`config.mk`:
```
export PLATFORM = sky130hd
export DESIGN_NAME = bram_word_engine
export DESIGN_NICKNAME = d
export VERILOG_FILES = /design/src/rtl/bram_word_engine_pkg.sv /design/src/rtl/bram_word_engine_xform.sv /design/src/rtl/bram_word_engine.sv
export SDC_FILE = /design/constraint.sdc
export NUM_CORES = 1
export LEC_CHECK = 0
export ABC_CLOCK_PERIOD_IN_PS = 3800
export CORE_MARGIN = 4
export CORE_UTILIZATION = 45
export DETAILED_ROUTE_END_ITERATION = 12
export GPL_TIMING_DRIVEN = 0
export HOLD_SLACK_MARGIN = 0.08
export PLACE_DENSITY = 0.71
export SYNTH_ARGS = -nofsm -noshare
export SYNTH_HDL_FRONTEND = slang
export SYNTH_SLANG_ARGS = --single-unit
```
`constraint.sdc`:
```
create_clock -name clk -period 3.8 [get_ports clk]
set_input_delay 0.76 -clock clk [delete_from_list [all_inputs] [get_ports clk]]
set_output_delay 0.76 -clock clk [all_outputs]
set_load 0.1 [all_outputs]
```
`src/rtl/bram_word_engine_pkg.sv`:
```
// Shared encodings and helpers for the BRAM word transfer engine.
package bram_word_engine_pkg;

  localparam logic [1:0] OP_PASS  = 2'd0;
  localparam logic [1:0] OP_BSWAP = 2'd1;
  localparam logic [1:0] OP_INV   = 2'd2;
  localparam logic [1:0] OP_ADDK  = 2'd3;

  typedef enum logic [1:0] {
    ST_IDLE  = 2'd0,
    ST_ISSUE = 2'd1,
    ST_DRAIN = 2'd2,
    ST_FIN   = 2'd3
  } state_t;

  // Widest word the byte-reverse helper handles; callers truncate to their width.
  localparam int MAX_W = 256;

  function automatic logic [MAX_W-1:0] byte_rev(input logic [MAX_W-1:0] d, input int nbytes);
    logic [MAX_W-1:0] r;
    r = '0;
    for (int i = 0; i < MAX_W/8; i++)
      if (i < nbytes) r[8*i +: 8] = d[8*(nbytes-1-i) +: 8];
    return r;
  endfunction

endpackage

```
`src/rtl/bram_word_engine_xform.sv`:
```
// Combinational per-word transform: pass, byte-reverse, invert, add key.
module word_xform
  import bram_word_engine_pkg::*;
#(
  parameter int DATA_W = 32
) (
  input  logic [1:0]        op_sel,
  input  logic [DATA_W-1:0] key,
  input  logic [DATA_W-1:0] data,
  output logic [DATA_W-1:0] result
);

  always_comb begin
    result = data;
    case (op_sel)
      OP_BSWAP: result = DATA_W'(byte_rev(MAX_W'(data), DATA_W/8));
      OP_INV:   result = ~data;
      OP_ADDK:  result = data + key;
      default:  result = data;
    endcase
  end

endmodule

```
`src/rtl/bram_word_engine.sv`:
```
// Inbound-to-outbound BRAM transfer engine with per-word transform.
// BRAM_WORD_ENGINE_CHECKSUM_EN appends a running-sum word at address len.
module bram_word_engine
  import bram_word_engine_pkg::*;
#(
  parameter int ADDR_W = 10,
  parameter int DATA_W = 32,
  parameter int RD_LAT = 2
) (
  input  logic                clk,
  input  logic                rstb,
  input  logic                start,
  input  logic [ADDR_W:0]     len,
  input  logic [1:0]          op_sel,
  input  logic [DATA_W-1:0]   key,
  output logic                rd_en,
  output logic [ADDR_W-1:0]   rd_addr,
  input  logic [DATA_W-1:0]   rd_data,
  output logic                wr_en,
  output logic [DATA_W/8-1:0] wr_we,
  output logic [ADDR_W-1:0]   wr_addr,
  output logic [DATA_W-1:0]   wr_data,
  output logic                busy,
  output logic                done
);

  localparam int STAGES = RD_LAT - 1;
  localparam int DEPTH  = 1 << ADDR_W;
`ifdef BRAM_WORD_ENGINE_CHECKSUM_EN
  localparam logic [ADDR_W:0] LEN_MAX = (ADDR_W+1)'(DEPTH - 1);
`else
  localparam logic [ADDR_W:0] LEN_MAX = (ADDR_W+1)'(DEPTH);
`endif

  state_t state, state_nxt;
  logic [ADDR_W:0]   len_q, len_clamp, len_m1;
  logic [1:0]        op_q;
  logic [DATA_W-1:0] key_q, xf;
  logic [ADDR_W-1:0] cnt;
  logic              accept, last_rd, last_wr, fin_cond;
  logic [STAGES:0]               vld_pipe;
  logic [STAGES:0][ADDR_W-1:0]   idx_pipe;

  assign accept    = (state == ST_IDLE) && start;
  assign len_clamp = (len > LEN_MAX) ? LEN_MAX : len;
  assign len_m1    = len_q - (ADDR_W+1)'(1);
  assign last_rd   = ({1'b0, cnt} == len_m1);
  assign last_wr   = wr_en && ({1'b0, wr_addr} == len_m1);

`ifdef BRAM_WORD_ENGINE_CHECKSUM_EN
  logic [DATA_W-1:0] sum;
  logic              csum_wr, csum_go;
  assign csum_wr  = wr_en && ({1'b0, wr_addr} == len_q);
  // Fire once: after the last data write, or straight away for an empty transfer.
  assign csum_go  = (state == ST_DRAIN) && !csum_wr && ((len_q == '0) || last_wr);
  assign fin_cond = csum_wr;
`else
  assign fin_cond = last_wr;
`endif

  always_ff @(posedge clk) begin
    if (!rstb) state <= ST_IDLE;
    else       state <= state_nxt;
  end

  always_comb begin
    state_nxt = state;
    case (state)
      ST_IDLE: if (start) begin
`ifdef BRAM_WORD_ENGINE_CHECKSUM_EN
        state_nxt = (len_clamp == '0) ? ST_DRAIN : ST_ISSUE;
`else
        state_nxt = (len_clamp == '0) ? ST_FIN : ST_ISSUE;
`endif
      end
      ST_ISSUE: if (last_rd)  state_nxt = ST_DRAIN;
      ST_DRAIN: if (fin_cond) state_nxt = ST_FIN;
      default:                state_nxt = ST_IDLE;
    endcase
  end

  always_comb begin
    rd_en = (state == ST_ISSUE);
    busy  = (state == ST_ISSUE) || (state == ST_DRAIN);
    done  = (state == ST_FIN);
  end

  assign rd_addr = cnt;
  assign wr_we   = {(DATA_W/8){wr_en}};

  always_ff @(posedge clk) begin
    if (!rstb) begin
      len_q <= '0;
      op_q  <= '0;
      key_q <= '0;
      cnt   <= '0;
    end else if (accept) begin
      len_q <= len_clamp;
      op_q  <= op_sel;
      key_q <= key;
      cnt   <= '0;
    end else if (state == ST_ISSUE) begin
      cnt <= last_rd ? '0 : cnt + ADDR_W'(1);
    end
  end

  // Marks the cycle each issued read's data is present on rd_data.
  always_ff @(posedge clk) begin
    if (!rstb) begin
      vld_pipe <= '0;
      idx_pipe <= '0;
    end else begin
      vld_pipe[0] <= rd_en;
      idx_pipe[0] <= cnt;
      for (int i = 1; i <= STAGES; i++) begin
        vld_pipe[i] <= vld_pipe[i-1];
        idx_pipe[i] <= idx_pipe[i-1];
      end
    end
  end

  word_xform #(.DATA_W(DATA_W)) u_xform (
    .op_sel (op_q),
    .key    (key_q),
    .data   (rd_data),
    .result (xf)
  );

  always_ff @(posedge clk) begin
    if (!rstb) begin
      wr_en   <= 1'b0;
      wr_addr <= '0;
      wr_data <= '0;
`ifdef BRAM_WORD_ENGINE_CHECKSUM_EN
      sum     <= '0;
`endif
    end else begin
      wr_en <= vld_pipe[STAGES];
      if (vld_pipe[STAGES]) begin
        wr_addr <= idx_pipe[STAGES];
        wr_data <= xf;
      end
`ifdef BRAM_WORD_ENGINE_CHECKSUM_EN
      if (accept)                sum <= '0;
      else if (vld_pipe[STAGES]) sum <= sum + xf;
      if (csum_go) begin
        wr_en   <= 1'b1;
        wr_addr <= len_q[ADDR_W-1:0];
        wr_data <= sum;
      end
`endif
    end
  end

endmodule

```
==> flow_metrics.tcl <==
set metrics [dict create \
    status "complete, no violations" \
    crit_chain "clkdlybuf4s50_1 -> ha_1 -> inv_1 -> fa_1 -> nor2b_1 -> o31a_1 -> o21ai_1 -> a211oi_1 -> o21a_1 -> a21oi_1 -> xnor2_1 -> o21ai_0 -> nand2_1" \
    drc 0 \
    async_flop_share_pct 0 \
    crit_path_start_kind "primary input" \
    viasPerCell 5.503 \
    cpLargestDelayFamily "compound AO/OA/AOI/OAI gates" \
    postPlaceCellArea_um2 9105 \
    syn_inst 924 \
    fp.dieArea_um2 18660 \
    postCtsSetupRepairBufs 0 \
    synthFlopType "dfxtp_1" \
    yosysSeqAreaShare_pct 32.81 \
    slew_violations 0 \
    gr-total-overflow 0 \
    synth_cell_type_count 63 \
    drtPass1Iterations 5 \
    period_share_pct 94.90 \
    grt_max_degree 17 \
    antenna_found_initial 0 \
    max_freq_mhz 277.3 \
    cp_max_fo 4 \
    path_clk_slew_ps 60 \
    ant_nets 0 \
    grt_pass1_vias 6666 \
    cap_violations 0 \
    cts_resized 0 \
    grtUsageTotal_pct 25.11 \
    hold_viol_final 0 \
    nNetsFinal 1200 \
    syn-num-nets 1042 \
    crit_path_end_kind "register" \
    slowest_delay_ps 610 \
    clockBufferDepth 2 \
    crit_arrival_ps 3920 \
    relSlewSlack_pct 32.38 \
    grt_pass1_wl_um 36180 \
    rows 46 \
    cp.buffers_inverters 2 \
    hp-class "reg -> reg" \
    num_antenna_cells 0 \
    wl_per_cell_um 17.86 \
    dp_cells 1279 \
    ys_warn_count 0 \
    setup_viol 0 \
    critPathSlowestCell "a211oi_1" \
    cts_hold_buf 0 \
    fin_area_um2 9759 \
    initial_utilization_pct 46.35 \
    pwr_density_cell_nw_per_um2 542.5 \
    via_count 7214 \
    ir_drop_mv 0.4283 \
    buffer_ports.inserted 139 \
    area_growth_syn_to_layout_pct 31.11 \
    syn_area_per_cell_um2 8.056 \
    worst-setup-path-type "in -> reg" \
    dp_hpwl_um 18040 \
    fp.dieW_um 136.6 \
    fin_crit_ps 3606 \
    worstMarginPinSlew_ps 1011 \
    synth_area_um2 7443 \
    finClkSkew_ps 7.739 \
    synth-seq-cells 122 \
    fp.dieH_um 136.6 \
    htree_levels 4 \
    fill_cells 1471 \
    cts_tree "done" \
    coreArea_um2 16060 \
    finalNonFillerCells 1311 \
    drive_above_1_share_pct 4.840 \
    cts_buffers 17 \
    crit_required_ps 4110 \
    clock_latency_ps 430 \
    drt_iter0_drc 581 \
    synth-edff-count 0 \
    finalWirelength_um 23420 \
    leakage_uw 0.003773 \
    grt_setup_unrepaired "no" \
    clkSinkCount 122 \
    gp_congestion 0.9717 \
    finalPower_uw 5295 \
    clock-root-buffer "clkbuf_16" \
    ios 140 \
]
[per-layer routing]
| metal | track usage (%) | part of all wire [%] | vias up |
|---|---|---|---|
| li1 | - | - | 3571 |
| met1 | 36.29 | 48 | 3350 |
| met2 | 38.47 | 44 | 263 |
| met3 | 4.559 | 7.4 | 30 |
| met4 | 6.663 | 1.3 | 0 |
| met5 | 0 | 0 | - |
[registers in the layout, summed over array words and instances (netlist names)]
signal    count
rd_addr      10
key_q        32
idx_pipe     20
wr_en         1
vld_pipe      2
len_q        11
state         2
op_q          2
wr_addr      10
wr_data      32
[cell usage after synthesis (4+ instances only)]
library cell / n / area share [%]
nand2_1: 139 / 7.0
dfxtp_1: 122 / 33
a21oi_1: 63 / 4.2
o21ai_0: 47 / 3.2
nor2_1: 45 / 2.3
nor2b_1: 42 / 3.5
a21boi_0: 41 / 4.1
clkbuf_1: 41 / 2.1
ha_1: 37 / 6.2
mux2i_1: 36 / 4.8
xnor2_1: 31 / 3.6
a211oi_1: 29 / 2.9
and2_1: 29 / 2.4
inv_1: 29 / 1.5
xor2_1: 20 / 2.4
a21o_1: 12 / 1.2
nand3_1: 12 / 0.81
o21a_1: 10 / 1.0
mux2_2: 9 / 1.4
nand4_1: 9 / 0.76
nor3_1: 9 / 0.61
a22o_1: 8 / 0.94
a31oi_1: 8 / 0.67
buf_1: 7 / 0.35
nand2b_1: 7 / 0.59
nand3b_1: 5 / 0.50
nor4_1: 5 / 0.42
o22ai_1: 5 / 0.42
or3_1: 5 / 0.42
and3_1: 4 / 0.34
buf_2: 4 / 0.27
buf_4: 4 / 0.40
o211ai_1: 4 / 0.40
[final timing paths]
| check | startpoint | endpoint | slack (ps) | cells after the start |
|---|---|---|---|---|
| worst max-delay path | rd_data[0] | wr_data[24]$_SDFFE_PN0P_ | 190 | 13 |
| worst min-delay path | idx_pipe[3]$_SDFF_PN0_ | idx_pipe[13]$_SDFF_PN0_ | 430 | 1 |
| worst min register to register | idx_pipe[3]$_SDFF_PN0_ | idx_pipe[13]$_SDFF_PN0_ | 430 | 1 |
| worst max register to register | len_q[4]$_SDFFE_PN0P_ | state[0]$_SDFFE_PN0P_ | 580 | 10 |
[stage by stage]
| step | hold WS, ps | util, % | worst slack, ps | setup TNS [ps] |
|---|---|---|---|---|
| after detailed placement | 421.4 | 56.70 | -300.6 | -1696 |
| after CTS | 435.0 | 60.72 | 134.4 | 0 |
| after floorplan | 411.9 | - | 702.3 | 0 |
| after global routing | 449.8 | 60.78 | 19.90 | 0 |
| final | 432.1 | 60.78 | 193.8 | 0 |
| after global placement | 413.7 | 56.70 | -279.7 | -1589 |
[cell usage in the layout, fill, tap and decap left out, drive strengths merged, types with 36 or more instances in the layout]
| cell | instances |
|---|---|
| a21oi | 63 |
| mux2i | 36 |
| nor2b | 42 |
| dfxtp | 122 |
| nand2 | 139 |
| o21ai | 48 |
| clkbuf | 60 |
| clkdlybuf4s50 | 139 |
| nor2 | 45 |
| ha | 37 |
| a21boi | 42 |
[power breakdown]
part	switching (µW)	total, µW	internal (µW)	leakage, µW
combinational	1290	2010	711	0.00247
sequential	92.0	1490	1400	0.000991
clock	624	1800	1170	0.000317
total	2010	5290	3280	0.00377
[layout make-up]
type	instances	area (µm²)	share of cell area, %
multi-input combinational	716	4667	47.82
sequential	122	2442	25.03
timing repair buffer	139	1391	14.26
clock buffer	19	432.9	4.436
tap	216	270.3	2.769
buffer	56	230.2	2.359
clock inverter	13	212.7	2.179
inverter	30	112.6	1.154
[cell families after synthesis]
group / synth area share, %
AND/OR/NAND/NOR: 21.06
AO/OA/AOI/OAI: 22.83
flip-flops: 32.81
buffers and inverters: 4.606
XOR/XNOR: 6.001
multiplexers: 6.203
adder cells (fa/ha/maj): 6.488
Power figures use the tool's default switching activity.
